[config.mk]
export PLATFORM = sky130hd
export DESIGN_NAME = video_raw_decoder
export DESIGN_NICKNAME = d
export VERILOG_FILES = /design/src/rtl/video_raw_decoder.sv
export SDC_FILE = /design/constraint.sdc
export NUM_CORES = 1
export LEC_CHECK = 0
export ABC_AREA = 0
export CAP_MARGIN = 20
export CORE_MARGIN = 10
export CORE_UTILIZATION = 58
export CTS_CLUSTER_DIAMETER = 120
export DETAILED_ROUTE_END_ITERATION = 12
export HOLD_SLACK_MARGIN = 0.02
export PLACE_DENSITY = 0.8
export SKIP_LAST_GASP = 1
export SLEW_MARGIN = 20
export SYNTH_ARGS = -nofsm -noshare
export SYNTH_HDL_FRONTEND = slang
export SYNTH_SLANG_ARGS = --single-unit
[constraint.sdc]
create_clock -name clk -period 2.3 [get_ports clk]
set_input_delay 0.345 -clock clk [delete_from_list [all_inputs] [get_ports clk]]
set_output_delay 0.345 -clock clk [all_outputs]
set_load 0.02 [all_outputs]
[src/rtl/video_raw_decoder.sv]
// Composite two-wire receiver: separates line and field syncs from the
// sync/white levels and recovers 1-bit pixels with x/y coordinates.
//
// Ports:
//   clk, rst         system clock, synchronous active-high reset
//   i_sync, i_white  raw composite levels (0 on i_sync = sync tip), async
//   o_hsync          one-cycle pulse per accepted line sync
//   o_vsync          one-cycle pulse at field start
//   o_locked         field timing locked (two field syncs seen)
//   o_valid          one-cycle strobe for o_pixel/o_pixel_x/o_pixel_y
//   o_pixel          sampled pixel value
//   o_pixel_x        active column 0..H_PIXELS-1
//   o_pixel_y        active row 0..V_LINES-1
module video_raw_decoder #(
  parameter int LINE_CLKS      = 1536,
  parameter int SYNC_MIN       = 48,
  parameter int BROAD_MIN      = 384,
  parameter int LINE_GUARD     = 1152,
  parameter int H_ACTIVE_START = 288,
  parameter int PIXEL_CLKS     = 3,
  parameter int H_PIXELS       = 320,
  parameter int V_ACTIVE_START = 32,
  parameter int V_LINES        = 256
) (
  input  logic       clk,
  input  logic       rst,
  input  logic       i_sync,
  input  logic       i_white,
  output logic       o_hsync,
  output logic       o_vsync,
  output logic       o_locked,
  output logic       o_valid,
  output logic       o_pixel,
  output logic [8:0] o_pixel_x,
  output logic [7:0] o_pixel_y
);

  localparam logic [8:0]  LO_SYNC  = 9'(SYNC_MIN);
  localparam logic [8:0]  LO_BROAD = 9'(BROAD_MIN);
  localparam logic [11:0] H_GUARD  = 12'(LINE_GUARD);
  localparam logic [11:0] H_LOAD   = 12'(SYNC_MIN);
  localparam logic [11:0] H_TMO    = 12'(2 * LINE_CLKS - 1);
  localparam logic [11:0] H_PRE    = 12'(H_ACTIVE_START - 1);
  localparam logic [11:0] H_ST     = 12'(H_ACTIVE_START);
  localparam logic [11:0] H_END    =
    12'(H_ACTIVE_START + H_PIXELS * PIXEL_CLKS);
  localparam logic [9:0]  V_ST     = 10'(V_ACTIVE_START);
  localparam logic [9:0]  V_END    = 10'(V_ACTIVE_START + V_LINES);
  localparam logic [3:0]  PH_LAST  = 4'(PIXEL_CLKS - 1);
  localparam logic [3:0]  PH_MID   = 4'(PIXEL_CLKS / 2);

  logic       sync_m;
  logic       s_sync;
  logic       white_m;
  logic       s_white;
  logic [8:0] lo_cnt;
  logic [11:0] h_cnt;
  logic [9:0] line;
  logic [9:0] y_rel;
  logic       broad_seen;
  logic       pulse_acc;
  logic [1:0] vs_count;
  logic [3:0] ph;
  logic [8:0] px;

  logic accept;
  logic fsync;
  logic tmo;
  logic in_h;
  logic in_v;
  logic smp;

  assign accept = (lo_cnt == LO_SYNC) && (h_cnt >= H_GUARD);

  // A rise is the single cycle where s_sync is back high but lo_cnt
  // still holds the width of the pulse that just ended.
  assign fsync = s_sync && (lo_cnt != 9'd0) &&
                 (lo_cnt < LO_BROAD) && broad_seen &&
                 (pulse_acc || accept);

  assign tmo   = (h_cnt == H_TMO) && !accept;
  assign in_h  = (h_cnt >= H_ST) && (h_cnt < H_END);
  assign in_v  = (line >= V_ST) && (line < V_END);
  assign smp   = o_locked && in_h && in_v && (ph == PH_MID);
  assign y_rel = line - V_ST;

  always_ff @(posedge clk) begin
    if (rst) begin
      sync_m     <= 1'b1;
      s_sync     <= 1'b1;
      white_m    <= 1'b0;
      s_white    <= 1'b0;
      lo_cnt     <= 9'd0;
      h_cnt      <= 12'hfff;
      line       <= 10'h3ff;
      broad_seen <= 1'b0;
      pulse_acc  <= 1'b0;
      vs_count   <= 2'd0;
      ph         <= 4'd0;
      px         <= 9'd0;
      o_hsync    <= 1'b0;
      o_vsync    <= 1'b0;
      o_locked   <= 1'b0;
      o_valid    <= 1'b0;
      o_pixel    <= 1'b0;
      o_pixel_x  <= 9'd0;
      o_pixel_y  <= 8'd0;
    end else begin
      sync_m  <= i_sync;
      s_sync  <= sync_m;
      white_m <= i_white;
      s_white <= white_m;

      if (s_sync)
        lo_cnt <= 9'd0;
      else if (lo_cnt != LO_BROAD)
        lo_cnt <= lo_cnt + 9'd1;

      if (accept)
        h_cnt <= H_LOAD;
      else if (h_cnt != 12'hfff)
        h_cnt <= h_cnt + 12'd1;

      // Remembers that the pulse now in progress was a line sync,
      // so its trailing edge may mark the field start.
      if (s_sync)
        pulse_acc <= 1'b0;
      else if (accept)
        pulse_acc <= 1'b1;

      o_hsync <= accept;
      o_vsync <= fsync;

      if (fsync)
        line <= 10'd0;
      else if (tmo)
        line <= 10'h3ff;
      else if (accept && line != 10'h3ff)
        line <= line + 10'd1;

      if (fsync || tmo)
        broad_seen <= 1'b0;
      else if (lo_cnt == LO_BROAD)
        broad_seen <= 1'b1;

      if (tmo)
        vs_count <= 2'd0;
      else if (fsync && vs_count != 2'd2)
        vs_count <= vs_count + 2'd1;

      if (tmo)
        o_locked <= 1'b0;
      else if (fsync && vs_count != 2'd0)
        o_locked <= 1'b1;

      // ph/px track (h_cnt-H_ACTIVE_START) mod/div PIXEL_CLKS.
      if (h_cnt == H_PRE) begin
        ph <= 4'd0;
        px <= 9'd0;
      end else if (ph == PH_LAST) begin
        ph <= 4'd0;
        px <= px + 9'd1;
      end else begin
        ph <= ph + 4'd1;
      end

      o_valid <= smp;
      if (smp) begin
        o_pixel   <= s_sync & s_white;
        o_pixel_x <= px;
        o_pixel_y <= y_rel[7:0];
      end
    end
  end

endmodule

Word level (Yosys, flattened, before mapping)
Index checks and enable logic that the tools add are counted.
W data, S select, Z words.
{"block": "totals", "inputBits": 4, "reg_bits": 74}
{"block": "op_classes", "muxes": 5, "n_eq_ne": 10, "bitwise": 1, "magnitude_cmp": 6, "n_addsub": 7, "reduce_logical": 27}
{"op": "$mux W10", "n": 3}
{"op": "$mux W12", "n": 2}
{"op": "$add A9 B1 Y9 const B", "n": 2}
{"op": "$logic_and A1 B1 Y1", "n": 14}
{"op": "$add A12 B1 Y12 const B", "n": 1}
{"op": "$eq A12 B12 Y1 const B", "n": 1}
{"op": "$eq A12 B9 Y1 const B", "n": 1}
{"op": "$ge A12 B11 Y1 const B", "n": 1}
{"op": "$ge A12 B9 Y1 const B", "n": 1}
{"op": "$lt A12 B11 Y1 const B", "n": 1}
{"op": "$ne A12 B12 Y1 const B", "n": 1}
{"op": "$add A10 B1 Y10 const B", "n": 1}
{"op": "$ge A10 B6 Y1 const B", "n": 1}
{"op": "$lt A10 B9 Y1 const B", "n": 1}
{"op": "$ne A10 B10 Y1 const B", "n": 1}
{"op": "$reduce_or A2 Y1", "n": 5}
{"op": "$eq A9 B6 Y1 const B", "n": 1}
{"op": "$eq A9 B9 Y1 const B", "n": 1}
{"op": "$lt A9 B9 Y1 const B", "n": 1}
{"op": "$ne A9 B9 Y1 const B", "n": 1}
{"op": "$reduce_bool A9 Y1", "n": 1}
{"op": "$sub A8 B6 Y8 const B", "n": 1}
{"op": "$add A4 B1 Y4 const B", "n": 1}
{"op": "$eq A4 B1 Y1 const B", "n": 1}
{"op": "other kinds (9)", "n": 11}

Depth between registers and ports, before layout
Gate-level depths: netlist of the first run.
{"block": "logic_depth", "ltp_word": 7, "ltp_mapped": 9}

Worst setup path before layout of the first run
No wires, ideal clock.
{"block": "synth_path", "kind": "flip-flop to flip-flop", "startpoint": "register lo_cnt[0]", "endpoint": "register line[8]", "required_time_ns": 2.180, "path_buffers": 2, "setup_slack_ns": 0.193, "period_less_slack_ns": 2.107, "stages_incl_launch_ff": 10, "arrival_ns": 1.988, "cell_sequence": "dfxtp_1 inv_1 ha_1 or4b_4 a211o_1 buf_6 a211oi_4 buf_6 a21oi_2 a211o_1"}
{"block": "synth_between", "elab_chain_cells": 6}
{"element": "from (decl)", "line_no": "56", "rtl": "logic [8:0] lo_cnt;"}
{"element": "from (signal assigned)", "line_no": "117", "rtl": "lo_cnt <= lo_cnt + 9'd1;"}
{"element": "parallel branches: the longest is 6 deep, another holds $lt A9 B9 Y1"}
{"element": "to (signal assigned)", "line_no": "139", "rtl": "line <= line + 10'd1;"}
{"element": "to (decl)", "line_no": "58", "rtl": "logic [9:0] line;"}
Parallel ways; which one is timed is not known.
A chain may end at the register's enable or synchronous reset.

Worst setup path after layout of the first run
{"block": "layout_path", "startpoint": "register lo_cnt[1]", "endpoint": "register vs_count[1]"}
{"block": "layout_between", "elab_chain_cells": 6}
{"element": "parallel branches: the longest is 6 deep, another holds $lt A9 B9 Y1"}
{"element": "to (signal assigned)", "line_no": "149", "rtl": "vs_count <= vs_count + 2'd1;"}
{"element": "to (decl)", "line_no": "62", "rtl": "logic [1:0] vs_count;"}
Parallel ways; which one is timed is not known.

==> out/results.txt, run 1 <==
Outcome = completed
Hold WC Path Type = flip-flop to flip-flop
Hold worst-path end = s_sync$_SDFF_PP1_
Hold buffer count at cts = 0
Final ANT Viol Nets = 0
Final setup viols = 0
Hold Slack = 419 ps
Final non-filler cell total = 473
CORE AREA = 0.00557 mm2
Longest Clk Path Bufs = 2
Ys async rst share = 0%
Clk slew on worst S/H paths = 80 ps
Worst Setup End Kind = flip-flop
Global route overflow = 0
Global Route Usage Sum = 15.6%
Yosys top cell by area = dfxtp_1
P per Cell Area = 794 mW/mm2
Leakage = 1.71 nW
Post-layout min period = 2190 ps
Largest net degree at the start of global routing = 29
Number of synthesized register bits = 74
Drt drc = 0
Drt first pass iters = 4
Final HPWL DP = 4650 um
Final setup margin = 106 ps
Final Cell Area = 0.00395 mm2
Depth of the worst register-to-register path = 8
Mapped Area = 0.00336 mm2
Final Hold Viols = 0
Dominant synthesized flop cell = dfxtp_1
Count leader, synth = dfxtp_1
Max_cap viols = 0
Reg-to-Reg End = vs_count[1]$_SDFFE_PP0P_
Number of global-route vias before repair = 2517
Nets = 414
Synth top area cells = dfxtp_1 (44%), mux2i_1 (5.7%), ha_1 (5.2%)
N_diodes = 0
Area Growth Syn to Fin = 17.4%
Final Slew Violations = 0
Maximum VDD drop = 0.631 mV
Startpoint types = flip-flop
Total vias in the final route = 2593
DR WL/cell = 14.3 um
Seq/Total Area, Yosys = 44.0%
RD Place Congestion = 0.863
CP max FO = 9
CTS root buf = clkbuf_8
Hold depth = 1
Post-synth EDFFs = 0
Global-route wire length before repair = 11500 um
Dpl cells = 457
Synth cell types = 49
Top post-synthesis cells by count = dfxtp_1 (74), nor2_1 (42)
DR vias/cell = 5.48
Post-Route WL = 6740 um
Worst slew pin tran = 412 ps
Arr. time, crit path = 2440 ps
Mapped Cells = 361
DRT iter0 DRCs = 94
CP Class = flip-flop to flip-flop
Final Util = 70.8%
Fmax = 456 MHz
I/O pins = 26
Final cycle utilization of the critical path = 95.4%
Worst Hold Launch = sync_m$_SDFF_PP1_
Syn avg cell area = 9.32 um2
Htree depth = 3
Fraction of layout cells with a size suffix above 1 = 12.5%
Chip height = 96.2 um
Flop2flop setup slack = 110 ps
Die ar. = 0.00924 mm2
CTS tree = built
CP required = 2540 ps
Die X-Extent = 96.2 um
Reg2reg start = lo_cnt[1]$_SDFFE_PP0N_
Slew headroom = 72.3%
Place WS = 55.7 ps
Initial core utilization = 60.3%
Syn nets = 379
Setup Buffers After CTS = 0
Row count = 27
Antenna violations before repair = 0
Clock Skews = 10.7 ps
IO buf count = 25
Sink Count = 74
Total power = 3.13 mW
YS warnings = 0
TritonCTS Buffers = 9
DP Area = 0.00373 mm2
Clk_lat worst skew = 370 ps
Share of the synthesized area in the top cell type = 44.0%
Final setup TNS = 0 ps
## metal layers
| metal | vias to the layer above | part of all wire (%) | GRT usage (%) |
|---|---|---|---|
| met3 | 9 | 4.8 | 5.91 |
| met5 | - | 0 | 0 |
| met4 | 0 | 0.87 | 5.90 |
| li1 | 1310 | - | - |
| met2 | 35 | 49 | 25.4 |
| met1 | 1239 | 45 | 18.2 |
## registers in the layout, summed over array words and instances (netlist names), 2 cells and up
register and count:
h_cnt 12, line 10, lo_cnt 9, o_pixel_x 9
px 9, o_pixel_y 8, ph 4, vs_count 2
## power by group
part	total [mW]	switching, mW	leakage, nW	internal, mW
combinational	0.600	0.307	1.01	0.293
clock	1.05	0.515	0.0995	0.539
sequential	1.48	0.110	0.601	1.37
## what timing repair did
action                                  4_1_cts  5_1_grt
endpoints found under the setup margin        0        6
gates resized for setup                       0        2
endpoints found under the hold margin         0        0
## layout make-up
type	count	area [um2]
clock buffer	10	138
clock inverter	6	71.3
fill	456	1630
inverter	19	71.3
multi-input combinational	253	1740
sequential	74	1480
tap	72	90.1
timing repair buffer	39	355
## layout by cell type (no fill, tap or decap), types with 10 or more instances in the layout
master and instances:
a21oi_1 15, buf_4 14, clkbuf_8 10, clkdlybuf4s50_1 25, dfxtp_1 74, ha_1 14, inv_1 19, mux2i_1 19
nand2_1 14, nand3_1 19, nor2_1 42, nor3_1 16, xnor2_1 19, xor2_1 11
## cell families after synthesis
kind of cell / Yosys count / share of synthesized area (%)
simple gates: 140 / 22.0
flops: 74 / 44.0
compound gates: 48 / 9.93
buf+inv: 34 / 4.65
xor+xnor: 30 / 7.81
mux: 21 / 6.32
fa+ha+maj: 14 / 5.21
## how the worst max path moves through the flow
stage	start	end	slack, ps	depth (start not counted)
after CTS	lo_cnt[1]$_SDFFE_PP0N_	vs_count[1]$_SDFFE_PP0P_	40	8
after floorplan	lo_cnt[0]$_SDFFE_PP0N_	line[8]$_SDFFE_PP1P_	190	9
after global placement	lo_cnt[1]$_SDFFE_PP0N_	vs_count[1]$_SDFFE_PP0P_	140	8
after detailed placement	lo_cnt[1]$_SDFFE_PP0N_	vs_count[1]$_SDFFE_PP0P_	60	8
final	lo_cnt[1]$_SDFFE_PP0N_	vs_count[1]$_SDFFE_PP0P_	110	8
after global routing	lo_cnt[1]$_SDFFE_PP0N_	line[6]$_SDFFE_PP1P_	-6	7
## worst max-delay path, stage by stage, from the launching register on
cell	delay, ps
dfxtp_1	320
inv_1	70
ha_1	130
or4b_4	490
a211o_4	340
buf_4	170
a211oi_2	270
mux2i_1	220
nor3_1	60
Power figures use the tool's default switching activity.
==> run 2: changes to the inputs <==
CORE_UTILIZATION = 60   (was 58)
CTS_BUF_LIST = sky130_fd_sc_hd__clkbuf_8   (was unset)
PLACE_DENSITY = 0.83   (was 0.8)
SLEW_MARGIN = 30   (was 20)
==> run 2 against run 1 <==
- register-to-register slack worse by 20 ps
- sequential share of layout area shrank 0.26 points
- hold slack gained 9.5 ps
- critical path depth fell by 1
- total power is 2.1% higher
- critical path type unchanged
==> out/results.txt, run 2 (synthesis results as in run 1) <==
Die ar. = 0.00900 mm2 (-2.6%)
Sink Count = 74 (unchanged)
N_diodes = 0 (unchanged)
Most common cell after layout, fill and taps aside = dfxtp_1
Final non-filler cell total = 473 (unchanged)
DR WL/cell = 14.6 um (+2.2%)
Clk slew on worst S/H paths = 80 ps (about the same)
DRT iter0 DRCs = 171 (+82%)
Final ANT Viol Nets = 0 (unchanged)
Regs by FF count = h_cnt: 12 flops, line: 10 flops
Total vias in the final route = 2639 (+1.8%)
Final Util = 72.6% (+1.8 points)
CP Class = flip-flop to flip-flop
Hold Slack = 428 ps (+9.51 ps)
Commonest non-fill, non-tap cells in the layout = dfxtp_1 (74), nor2_1 (42), clkdlybuf4s50_1 (25)
Final setup TNS = 0 ps (unchanged)
Chip height = 94.9 um (-1.3%)
Setup Buffers After CTS = 0 (unchanged)
Initial core utilization = 61.5% (+1.1 points)
Final cycle utilization of the critical path = 96.1% (+0.70 points)
Nets = 414 (unchanged)
Maximum VDD drop = 0.643 mV (+1.9%)
IO buf count = 25 (unchanged)
Worst slew pin tran = 460 ps (+48.7 ps)
Final HPWL DP = 4700 um (+0.94%)
Clock Skews = 7.15 ps (-3.56 ps)
Global Route Usage Sum = 16.0% (+0.40 points)
Htree depth = 3 (unchanged)
Row count = 27 (unchanged)
Biggest register = h_cnt
Leakage = 1.73 nW (+1.3%)
Final setup margin = 90.4 ps (-16.0 ps)
Post-layout min period = 2210 ps (+16.0 ps)
Longest Clk Path Bufs = 2 (unchanged)
Worst Setup End Kind = flip-flop
Reg-to-Reg End = line[6]$_SDFFE_PP1P_
Number of global-route vias before repair = 2600 (+3.3%)
CORE AREA = 0.00547 mm2 (-1.8%)
DP Area = 0.00374 mm2 (+0.34%)
Setup crit start = lo_cnt[1]$_SDFFE_PP0N_
Final Cell Area = 0.00398 mm2 (+0.70%)
CP required = 2540 ps (about the same)
Drt drc = 0 (unchanged)
DR vias/cell = 5.58 (+1.8%)
Final setup viols = 0 (unchanged)
I/O pins = 26 (unchanged)
Max reg flops = 12 (unchanged)
Place WS = 115 ps (+58.9 ps)
Reg2reg start = lo_cnt[1]$_SDFFE_PP0N_
CTS tree = built
Drt first pass iters = 4 (unchanged)
Fmax = 453 MHz (-0.72%)
Final Slew Violations = 0 (unchanged)
Flop2flop setup slack = 90 ps (-20 ps)
CP max FO = 4 (-5)
Area Growth Syn to Fin = 18.2%
Fraction of layout cells with a size suffix above 1 = 12.5% (unchanged)
CTS root buf = clkbuf_8
Global route overflow = 0 (unchanged)
Clk_lat worst skew = 340 ps (-30 ps)
Startpoint types = flip-flop
Post-cts gate resize count = 0 (unchanged)
Max_cap viols = 0 (unchanged)
Dpl cells = 457 (unchanged)
TritonCTS Buffers = 9 (unchanged)
RD Place Congestion = 0.832 (-3.5%)
Hold WC Path Type = flip-flop to flip-flop
Global-route wire length before repair = 11800 um (+2.3%)
Outcome = completed
Die X-Extent = 94.9 um (-1.3%)
Total power = 3.20 mW (+2.1%)
Final Hold Viols = 0 (unchanged)
Post-Route WL = 6890 um (+2.2%)
Largest net degree at the start of global routing = 30 (+3.4%)
Antenna violations before repair = 0 (unchanged)
Depth of the worst register-to-register path = 7 (-1)
Slew headroom = 68.9% (-3.4 points)
Hold buffer count at cts = 0 (unchanged)
P per Cell Area = 805 mW/mm2 (+1.4%)
Arr. time, crit path = 2450 ps (about the same)
Critical Path End = line[6]$_SDFFE_PP1P_
run 2: cell count changes in the layout (fill, tap and decap cells not counted):
| cell | before | now |
|---|---|---|
| clkinvlp_4 | 2 | 0 |
| buf_12 | 0 | 1 |
| buf_4 | 14 | 13 |
| bufinv_16 | 1 | 2 |
| clkbuf_8 | 10 | 9 |
| clkinv_2 | 0 | 1 |
| clkinv_4 | 1 | 2 |
run 2: how the worst min path moves through the flow:
stage,start,end,cells after the start
2_1_floorplan,sync_m$_SDFF_PP1_,s_sync$_SDFF_PP1_,1
3_3_place_gp,sync_m$_SDFF_PP1_,s_sync$_SDFF_PP1_,1
4_1_cts,sync_m$_SDFF_PP1_,s_sync$_SDFF_PP1_,1
3_5_place_dp,sync_m$_SDFF_PP1_,s_sync$_SDFF_PP1_,1
6_report,sync_m$_SDFF_PP1_,s_sync$_SDFF_PP1_,1
5_1_grt,sync_m$_SDFF_PP1_,s_sync$_SDFF_PP1_,1
run 2: layer usage:
metal	track usage, %	up-vias	wire length, um
met4	6.36	0	106
met1	18.5	1269	2960
met2	27.1	43	3580
met5	0	-	0
met3	4.92	12	251
li1	-	1315	-
run 2: layout make-up:
class / instances / area [um2]
clock buffer: 9 / 124
clock inverter: 7 / 100
fill: 413 / 1500
inverter: 19 / 71.3
multi-input combinational: 253 / 1740
sequential: 74 / 1480
tap: 72 / 90.1
timing repair buffer: 39 / 368
run 2: power by group:
part           total, mW  internal, mW  leakage, nW  switching (mW)
sequential          1.48          1.37        0.601           0.112
combinational      0.596         0.294         1.02           0.302
clock               1.12         0.620        0.114           0.503
run 2: critical path: stages (launching register included):
cell	delay [ps]
dfxtp_1	330
inv_1	70
ha_1	130
or4b_4	480
or2_1	250
a41oi_1	440
a21oi_1	120
a211o_1	280
==> run 3: changes to the inputs <==
CORE_UTILIZATION = 24   (was 60)
PLACE_DENSITY = 0.41   (was 0.83)
SLEW_MARGIN = 20   (was 30)
==> run 3 against run 2 <==
- maximum frequency down 0.11%
- wire length up 6.6%
- worst setup slack lost 2.4 ps
- total power up 2.1%
- critical path depth up 1
- die area rose by 110%
- combinational power grew 9.2%
- hold slack got worse by 13 ps
- count of clock-buffer cells in the layout grew 1
- cell count grew 24%
- cell area is 5.0% higher
- first-iteration DRC count decreased by 26%
- largest power group unchanged
==> out/results.txt, run 3 (synthesis results as in run 1) <==
Most common cell after layout, fill and taps aside = dfxtp_1
IO buf count = 25 (unchanged)
I/O pins = 26 (unchanged)
Final Hold Viols = 0 (unchanged)
Hold Slack = 415 ps (-13.5 ps)
Nets = 420 (+1.4%)
Final Util = 30.2% (-42 points)
Post-Route WL = 7350 um (+6.6%)
Max reg flops = 12 (unchanged)
Reg-to-Reg End = line[6]$_SDFFE_PP1P_
Global-route wire length before repair = 12800 um (+8.9%)
Htree depth = 3 (unchanged)
Slowest-stage cell, CP = or4b_4
Area Growth Syn to Fin = 24.1%
Biggest register = h_cnt
P per Cell Area = 783 mW/mm2 (-2.7%)
Worst slew pin tran = 386 ps (-74.8 ps)
Final Cell Area = 0.00417 mm2 (+5.0%)
Critical path cell sequence = inv_1 > ha_1 > or4b_4 > a211o_4 > buf_4 > or3_1 > a21oi_1 > a211o_1
Fraction of layout cells with a size suffix above 1 = 14.0% (+1.5 points)
Hold buffer count at cts = 0 (unchanged)
Drt first pass iters = 4 (unchanged)
Final Slew Violations = 0 (unchanged)
Regs by FF count = h_cnt: 12 flops, line: 10 flops
Leakage = 1.76 nW (+1.5%)
Startpoint types = flip-flop
Antenna violations before repair = 0 (unchanged)
Commonest non-fill, non-tap cells in the layout = dfxtp_1 (74), nor2_1 (42), clkdlybuf4s50_1 (25)
Fmax = 452 MHz (-0.11%)
Total power = 3.27 mW (+2.1%)
CP required = 2610 ps (+70 ps)
Max_cap viols = 0 (unchanged)
N_diodes = 0 (unchanged)
Outcome = completed
DR WL/cell = 12.5 um (-14%)
Hold worst-path end = s_sync$_SDFF_PP1_
RD Place Congestion = 0.758 (-8.9%)
TritonCTS Buffers = 9 (unchanged)
DP Area = 0.00392 mm2 (+4.6%)
Depth of the worst register-to-register path = 8 (+1)
DRT iter0 DRCs = 127 (-26%)
Sink Count = 74 (unchanged)
CTS tree = built
Worst Hold Launch = sync_m$_SDFF_PP1_
Flop2flop setup slack = 90 ps (about the same)
Initial core utilization = 24.3% (-37 points)
Maximum VDD drop = 0.365 mV (-43%)
Row count = 43 (+59%)
Slew headroom = 74.1% (+5.2 points)
DR vias/cell = 4.35 (-22%)
Global route overflow = 0 (unchanged)
Slowest cell delay on critical path = 480 ps (about the same)
Global Route Usage Sum = 8.01% (-8.0 points)
Final setup viols = 0 (unchanged)
Post-layout min period = 2210 ps (+2.40 ps)
CTS root buf = clkbuf_8
Worst Setup End Kind = flip-flop
Clk slew on worst S/H paths = 80 ps (about the same)
Setup repair after global routing missed its margin = true
Die X-Extent = 138 um (+46%)
CORE AREA = 0.0138 mm2 (+150%)
Reg2reg start = lo_cnt[1]$_SDFFE_PP0N_
Place WS = 51.4 ps (-63.1 ps)
Arr. time, crit path = 2520 ps (+70 ps)
Clock Skews = 12.7 ps (+5.58 ps)
Clk_lat worst skew = 370 ps (+30 ps)
Longest Clk Path Bufs = 2 (unchanged)
Final ANT Viol Nets = 0 (unchanged)
Final setup margin = 88.0 ps (-2.40 ps)
Drt drc = 0 (unchanged)
Final HPWL DP = 5140 um (+9.5%)
Hold depth = 1 (unchanged)
Chip height = 138 um (+46%)
CP max FO = 13 (+9)
CP Class = flip-flop to flip-flop
Largest net degree at the start of global routing = 42 (+40%)
Total vias in the final route = 2556 (-3.1%)
Number of global-route vias before repair = 2535 (-2.5%)
Final cycle utilization of the critical path = 96.2% (+0.10 points)
Die ar. = 0.0191 mm2 (+110%)
Hold WC Path Type = flip-flop to flip-flop
[run 3: cell type report]
class                           instances  area (um2)
Clock buffer                           10         138
Clock inverter                          6        90.1
Fill cell                            1449        9650
Inverter                               19        71.3
Multi-Input combinational cell        253        1750
Sequential cell                        74        1480
Tap cell                              180         225
Timing Repair Buffer                   45         413
[run 3: power by group]
group | total (mW) | switching, mW | internal [mW]
registers | 1.47 | 0.101 | 1.37
clock network | 1.15 | 0.505 | 0.641
logic | 0.651 | 0.323 | 0.328
[run 3: worst max-delay path by stage]
stage	endpoint	start	slack, ps	cells after the start
final	line[6]$_SDFFE_PP1P_	lo_cnt[1]$_SDFFE_PP0N_	90	8
after global routing	line[1]$_SDFFE_PP1P_	lo_cnt[1]$_SDFFE_PP0N_	-20	8
after CTS	line[6]$_SDFFE_PP1P_	lo_cnt[1]$_SDFFE_PP0N_	40	8
after detailed placement	line[9]$_SDFFE_PP1P_	lo_cnt[1]$_SDFFE_PP0N_	50	8
after global placement	line[6]$_SDFFE_PP1P_	lo_cnt[1]$_SDFFE_PP0N_	120	8
after floorplan	line[8]$_SDFFE_PP1P_	lo_cnt[0]$_SDFFE_PP0N_	190	9
[run 3: stage by stage]
step | setup TNS, ps | instances
3_3_place_gp | 0 | 570
6_report | 0 | 587
2_1_floorplan | 0 | 361
3_5_place_dp | 0 | 570
5_1_grt | -26.2 | 587
4_1_cts | 0 | 586
[run 3: critical path, delay by kind of cell (launching register included)]
| kind | cells | cell delay (ps) |
|---|---|---|
| AOI/OAI and AO/OA | 3 | 590 |
| adders and majority gates | 1 | 140 |
| buffers and inverters | 2 | 270 |
| DFF | 1 | 330 |
| and+or+nand+nor | 2 | 830 |
[run 3: layer usage]
layer	share of wire [%]	vias up	GRT usage (%)
li1	-	1322	-
met1	51	1197	9.97
met2	43	27	11.7
met3	4.0	10	2.95
met4	2.1	0	4.44
met5	0	-	0
[run 3: timing repair]
item | CTS | global route
hold endpoints to repair | 0 | 0
endpoints found under the setup margin | 0 | 6
buffers inserted | 0 | 1
resized for setup | 0 | 4
